===== src/rtl/serial_add_sequencer.sv =====
// Feeds WIDTH-bit operand pairs LSB-first through a 1-bit full adder and returns the parallel sum and carry-out.
// Latency: out_valid rises WIDTH edges after the accept edge; the minimum issue interval is WIDTH+2 cycles.
// Backpressure: in_ready is high only in IDLE. The result is held stable in DONE until out_ready is seen.
module serial_add_sequencer #(
  parameter int WIDTH = 8
) (
  input  logic             clk,
  input  logic             rst,
  input  logic             in_valid,
  output logic             in_ready,
  input  logic [WIDTH-1:0] in_a,
  input  logic [WIDTH-1:0] in_b,
  input  logic             in_cin,
  output logic             out_valid,
  input  logic             out_ready,
  output logic [WIDTH-1:0] out_sum,
  output logic             out_cout,
  output logic             busy
);

  localparam int CW = $clog2(WIDTH + 1);

  localparam logic [1:0] S_IDLE = 2'd0;
  localparam logic [1:0] S_RUN  = 2'd1;
  localparam logic [1:0] S_DONE = 2'd2;

  logic [1:0]       state;
  // The A shift register also collects the result.
  // Each sum bit enters at the MSB as the operand bit it replaces leaves at the LSB.
  logic [WIDTH-1:0] a_sh;
  logic [WIDTH-1:0] b_sh;
  logic             carry;
  logic [CW-1:0]    cnt;

  logic             s_bit;
  logic             c_nxt;
  logic [CW-1:0]    cnt_nxt;

  // Single-bit full adder on the current LSBs, plus the next bit count.
  always_comb begin
    s_bit   = a_sh[0] ^ b_sh[0] ^ carry;
    c_nxt   = (a_sh[0] & b_sh[0]) | (carry & (a_sh[0] ^ b_sh[0]));
    cnt_nxt = cnt + CW'(1);
  end

  // Control FSM and serial datapath.
  always_ff @(posedge clk) begin
    if (rst) begin
      state    <= S_IDLE;
      a_sh     <= '0;
      b_sh     <= '0;
      carry    <= 1'b0;
      cnt      <= '0;
      out_sum  <= '0;
      out_cout <= 1'b0;
    end else begin
      case (state)
        S_IDLE: begin
          if (in_valid) begin
            a_sh  <= in_a;
            b_sh  <= in_b;
            carry <= in_cin;
            cnt   <= '0;
            state <= S_RUN;
          end
        end
        S_RUN: begin
          a_sh  <= {s_bit, a_sh[WIDTH-1:1]};
          b_sh  <= {1'b0, b_sh[WIDTH-1:1]};
          carry <= c_nxt;
          cnt   <= cnt_nxt;
          if (cnt_nxt == CW'(WIDTH)) begin
            out_sum  <= {s_bit, a_sh[WIDTH-1:1]};
            out_cout <= c_nxt;
            state    <= S_DONE;
          end
        end
        S_DONE: begin
          if (out_ready) begin
            state <= S_IDLE;
          end
        end
        default: state <= S_IDLE;
      endcase
    end
  end

  // Handshake and status outputs are decoded directly from the state.
  always_comb begin
    in_ready  = (state == S_IDLE);
    out_valid = (state == S_DONE);
    busy      = (state != S_IDLE);
  end

endmodule

===== config.mk =====
export PLATFORM = sky130hd
export DESIGN_NAME = serial_add_sequencer
export DESIGN_NICKNAME = d
export VERILOG_FILES = /design/src/rtl/serial_add_sequencer.sv
export SDC_FILE = /design/constraint.sdc
export NUM_CORES = 1
export LEC_CHECK = 0
export BUFFER_PORTS_ARGS = -buffer_cell sky130_fd_sc_hd__buf_2
export CORE_MARGIN = 4
export CORE_UTILIZATION = 48
export DETAILED_ROUTE_END_ITERATION = 10
export GPL_TIMING_DRIVEN = 0
export PLACE_DENSITY = 0.75
export SETUP_SLACK_MARGIN = 0.02
export SLEW_MARGIN = 40
export SYNTH_ARGS = -nofsm -noshare
export SYNTH_HDL_FRONTEND = slang
export SYNTH_SLANG_ARGS = --single-unit

===== constraint.sdc =====
create_clock -name clk -period 1.3 [get_ports clk]
set_clock_uncertainty 0.1 [all_clocks]
set_input_delay 0.13 -clock clk [delete_from_list [all_inputs] [get_ports clk]]
set_output_delay 0.13 -clock clk [all_outputs]
set_load 0.1 [all_outputs]

# Word-level counts from Yosys, hierarchy flattened
# Index checks and enable logic that the tools add are counted.
op_classes:
  addsub: 1
  eq_ne: 6
  n_mux: 12
  n_bitwise: 5
  reduce_logical: 6
op_table:
  columns: ["cell", "count"]
  rows:
  - ["one-hot mux 8 bit (2 select lines)", 2]
  - ["2-to-1 mux 8 bit", 2]
  - ["one-hot mux 4 bit (2 select lines)", 1]
  - ["2-to-1 mux 2 bit", 3]
  - ["one-hot mux 2 bit (3 select lines)", 1]
  - ["adder 4 x 1 -> 4 bit, second input constant", 1]
  - ["== test 4 bit, second input constant", 1]
  - ["2-to-1 mux 4 bit", 1]
  - ["inequality test 2 bit, second input constant", 2]
  - ["AND reduction 2 bit", 2]
  - ["nonzero test 2 bit", 2]
  - ["AND reduction 3 bit", 1]
  - ["AND 1 bit", 2]
  - ["== test 2 x 1 -> 1 bit, second input constant", 1]
  - ["== test 2 bit, second input constant", 1]
  - ["zero test 2 bit", 1]
  - ["inequality test 2 x 1 -> 1 bit, second input constant", 1]
  - ["one-hot mux 1 bit (2 select lines)", 1]
  - ["XOR 1 bit", 2]
  - ["2-to-1 mux 1 bit", 1]
  - ["bitwise OR 1 bit", 1]
totals:
  reg_bits: 32
  in_bits: 21
  output_inout_bits: 12
  elab_cells: 37

# Depth between registers and ports, before layout
depth:
  ltp_word: 4
  ltp_mapped: 5
  depth_no_buf: 4

# Worst setup path before layout
# OpenSTA, ideal clock, no wires.
synth_timing:
  kind: "flip-flop to flip-flop"
  start: "reg state[1]"
  end: "reg state[1]"
  setup_time_ps: 70
  t_arrival_ps: 2137
  t_required_ps: 1130
  path_slack_ps: -1007
  stages_incl_launch_ff: 4
  path_buffers: 1
  synth_period_minus_slack_ps: 2307
  path_cell_list: "dfxtp_1 buf_2 nor2b_1 a32o_1"
synth_between:
  elab_chain_len: 3
  elab_cells_between_ends: 8
  classes_between: "eq/ne (5); mux (1); reduce/logical (2)"
synth_rtl:
  columns: ["item", "line_no", "text"]
  rows:
  - ["start, declared", "27", "logic [1:0] state;"]
  - ["start signal, assigned", "49", "state <= S_IDLE;"]
  - ["start signal, assigned", "64", "state <= S_RUN;"]
  - ["start signal, assigned", "75", "state <= S_DONE;"]
  - ["== test 2 bit *", null, null]
  - ["via out_valid", "14", "output logic out_valid,"]
  - ["inequality test 2 x 1 -> 1 bit (no source line)", null, null]
  - ["AND reduction 3 bit (no source line)", null, null]
# The timed path passes the listed nets; every way through them passes the cells marked *.
# A chain may end at the register's enable or synchronous reset.

# Final worst setup path
layout_timing:
  start: "reg state[1]"
  end: "out in_ready"
layout_between:
  elab_chain_len: 1
layout_rtl:
  columns: ["item", "line_no", "text"]
  rows:
  - ["zero test 2 bit", "90", "in_ready = (state == S_IDLE);"]
  - ["end, declared", "10", "output logic in_ready,"]
# No other way between the ends.

==> metrics.md <==
| Metric | Value |
|---|---|
| Syn Std Cell Area | 0.00156 mm² |
| Reg-to-reg endpoint | out_sum[5] |
| Grt ovf | 0 |
| Later-pin clock latency in the skew report | 0.35 ns |
| Tmin final | 1.54 ns |
| Maximum clock rate | 648 MHz |
| TritonCTS buffer count | 5 |
| #FFs+latches synth | 32 |
| Initial DRC count | 64 |
| Final WL | roughly 4.9 mm |
| Largest net degree at the start of global routing | 11 |
| Switching part of the total | 0.284 |
| Reg2reg setup slack | -0.19 ns |
| Clk sinks | 32 |
| Synth cell types | 33 |
| FF-to-FF Start | cnt[1] |
| Total power | ~2.4 mW |
| Clock transition at the registers of the reported paths | approximately 0.1 ns |
| Critical Path AT | 1.31 ns |
| Final antenna-violating net count | 0 |
| # DRC | 0 |
| End of the worst hold path | b_sh[1] |
| Multi-input logic area | 925 µm² |
| Total Routing Usage GR | 0.235 |
| Crit Path Max Fanout | 6 |
| PwrDens | approximately 1000 mW/mm² |
| CORE AREA | 0.00308 mm² |
| Via count | between 1.5k and 2k |
| Required time worst endpoint | 1.07 ns |
| Reg2reg path depth | 5 |
| Max Cap Viol | 0 |
| Final Util | 0.790 |
| Status | finished, violations left |
| Final Cycle Share | 1.19 |
| Worst hold stages | 3 |
| Post-route design area | 0.00243 mm² |
| Place WS | -0.108 ns |
| Kind of critical path | reg2out |
| Vias in the first global route | around 1.6k |
| Nets@finish | between 200 and 300 |
| Slew Viols, Final | 0 |
| Hold path start | in_b[1] |
| Die area | approximately 0.0042 mm² |
| Post-synth EDFFs | 0 |
| Sequential fraction of design power | 0.456 |
| IO Port Bufs | 31 |
| TNS Setup | -3.14 ns |
| Setup ws final | -0.244 ns |
| Chip Width | 65.0 µm |
| Io pins | 33 |
| Initial Util | 0.507 |
| CP startpoint | state[1] |
| Area delta synth->final | 55.9% |
| Power share of the combinational group | 0.219 |
| Row count | 20 |
| Max clock buf depth | 2 |
| Met1 usage | 0.271 |
| Peak VDD IR | 0.000747 V |
| Root buffer cell | clkbuf_4 |
| Violated checks | negative setup slack |
| Vias per inst | 5.51 |
| Chip height | 65.0 µm |
| Sequential cell area fraction in the yosys report | 0.411 |
| Cell-internal power | 1.69 mW |
| First-pass GRT wire length | about 7.6 mm |
| FILL cells | 198 |
| Reg area | 666 µm² |
| DP HPWL | 2.57 mm |
| DR WL/cell | 16.8 µm |
| Mean Syn Cell Area | 8.86 µm² |
| CTS tree | yes |
| Number of antenna diodes | 0 |
| Dpl cell area | around 0.0018 mm² |
| Share of post-route cells with drive strength above 1 | 0.496 |
| Worst hold path type | in2reg |
| Setup crit start kind | register |
| Static leakage | around 1 nW |
| Psw | roughly 0.67 mW |
| Final hold slack | 0.000211 ns |
| Placed cell count | 251 |
| Setup repair after global routing missed its margin | true |
| RD Place Congestion | 0.753 |
| Synth Flop Type | dfxtp_1 |
| Async S/R FF share, synth | 0 |
| Synth warnings | 0 |
| Fin cells | 294 |
| Rel. slew slack | 0.556 |
| Detailed-router iteration count before antenna repair | 4 |
| Syn nets | 199 |
| GR peak layer | met2 |
| Final setup viols | 29 |
| Worst-Margin Slew | 0.666 ns |
| M3 GR Usage | 0.0711 |
| Final hold violations | 0 |
| Post-Synthesis Cells | 176 |
| Initial antenna violation count | 0 |
| Critical path capture point type | output pin |
| Clk pwr share | 0.325 |
| H-tree depth | 2 |
| M2 GR Usage | 0.400 |
-- state kept, by name, indices dropped and copies added, names as in the netlist --
register,flops
a_sh,8
b_sh,8
carry,1
cnt,4
out_cout,1
out_sum,8
state,2
-- metal layers --
layer	share of wire	wire, µm	up-vias
met4	0.044	217	0
met1	0.39	1930	766
met2	0.50	2450	73
met3	0.070	344	27
li1	-	-	754
met5	0	0	-
-- layout make-up --
| class | count | area share |
|---|---|---|
| Multi-Input combinational cell | 126 | 0.380 |
| Sequential cell | 32 | 0.274 |
| Timing Repair Buffer | 66 | 0.225 |
| Buffer | 15 | 0.0607 |
| Tap cell | 44 | 0.0226 |
| Clock buffer | 6 | 0.0170 |
| Clock inverter | 2 | 0.0144 |
| Inverter | 3 | 0.00618 |
-- cells in the final DEF, fill, tap and decap left out, types with 2 or more instances in the layout --
master	netlist	routed
mux2i_1	9	9
dfxtp_1	32	16
buf_4	2	26
o221a_2	3	3
nand3_1	2	2
clkbuf_4	0	5
dfxtp_2	0	14
buf_12	0	3
nand3b_1	3	3
dfxtp_4	0	2
nor2b_4	0	3
clkbuf_1	3	4
a311oi_2	10	12
inv_1	3	2
dlygate4sd3_1	0	12
a21oi_2	0	3
a21oi_1	7	4
nand2_1	47	46
nor2_1	20	17
buf_6	5	15
nand2b_1	2	2
nor2_2	0	2
buf_2	4	19
-- logic make-up (layout without fill, tap and decap cells) --
family,Yosys count,in the layout,share of synthesized area
simple gates,81,81,0.219
flops,32,32,0.411
fa+ha+maj,2,2,0.0209
buf+inv,18,92,0.0754
compound gates,34,34,0.216
mux,9,9,0.0578
-- cells in the mapped netlist, types with 4 or more instances --
cell      count  area share
nand2_1      47        0.11
a21oi_1       7       0.022
mux2i_1       9       0.058
nor2b_1       4       0.016
buf_2         4       0.013
dfxtp_1      32        0.41
buf_6         5       0.036
a311oi_2     10       0.096
nor2_1       20       0.048
-- critical path: stages, from the launching register on --
cell and delay (ns):
dfxtp_2 0.35, buf_6 0.13, or2_4 0.26, clkinvlp_4 0.08, buf_12 0.16
-- worst max path at each step --
stage / end / slack, ns / cells past startpoint
final: in_ready / -0.24 / 4
after floorplan: in_ready / -0.23 / 3
after CTS: in_ready / -0.24 / 4
after global placement: in_ready / -0.09 / 4
after detailed placement: out_sum[4] / -0.11 / 5
after global routing: in_ready / -0.28 / 4
-- power groups by stage --
stage,logic [mW],clock network (mW),registers (mW)
CTS,0.442,0.758,1.07
global route,0.553,0.817,1.09
global placement,0.327,0,1.09
finish,0.518,0.769,1.08
detailed placement,0.339,0,1.10
floorplan,0.260,0,1.09
-- what timing repair did --
item,4_1_cts,5_1_grt
setup buffers,10,7
resized for setup,46,20
hold buffers,12,0
pin swaps,9,11
setup endpoints to repair,28,34
gates cloned,5,1
endpoints found under the hold margin,12,0
Power figures use the tool's default switching activity.
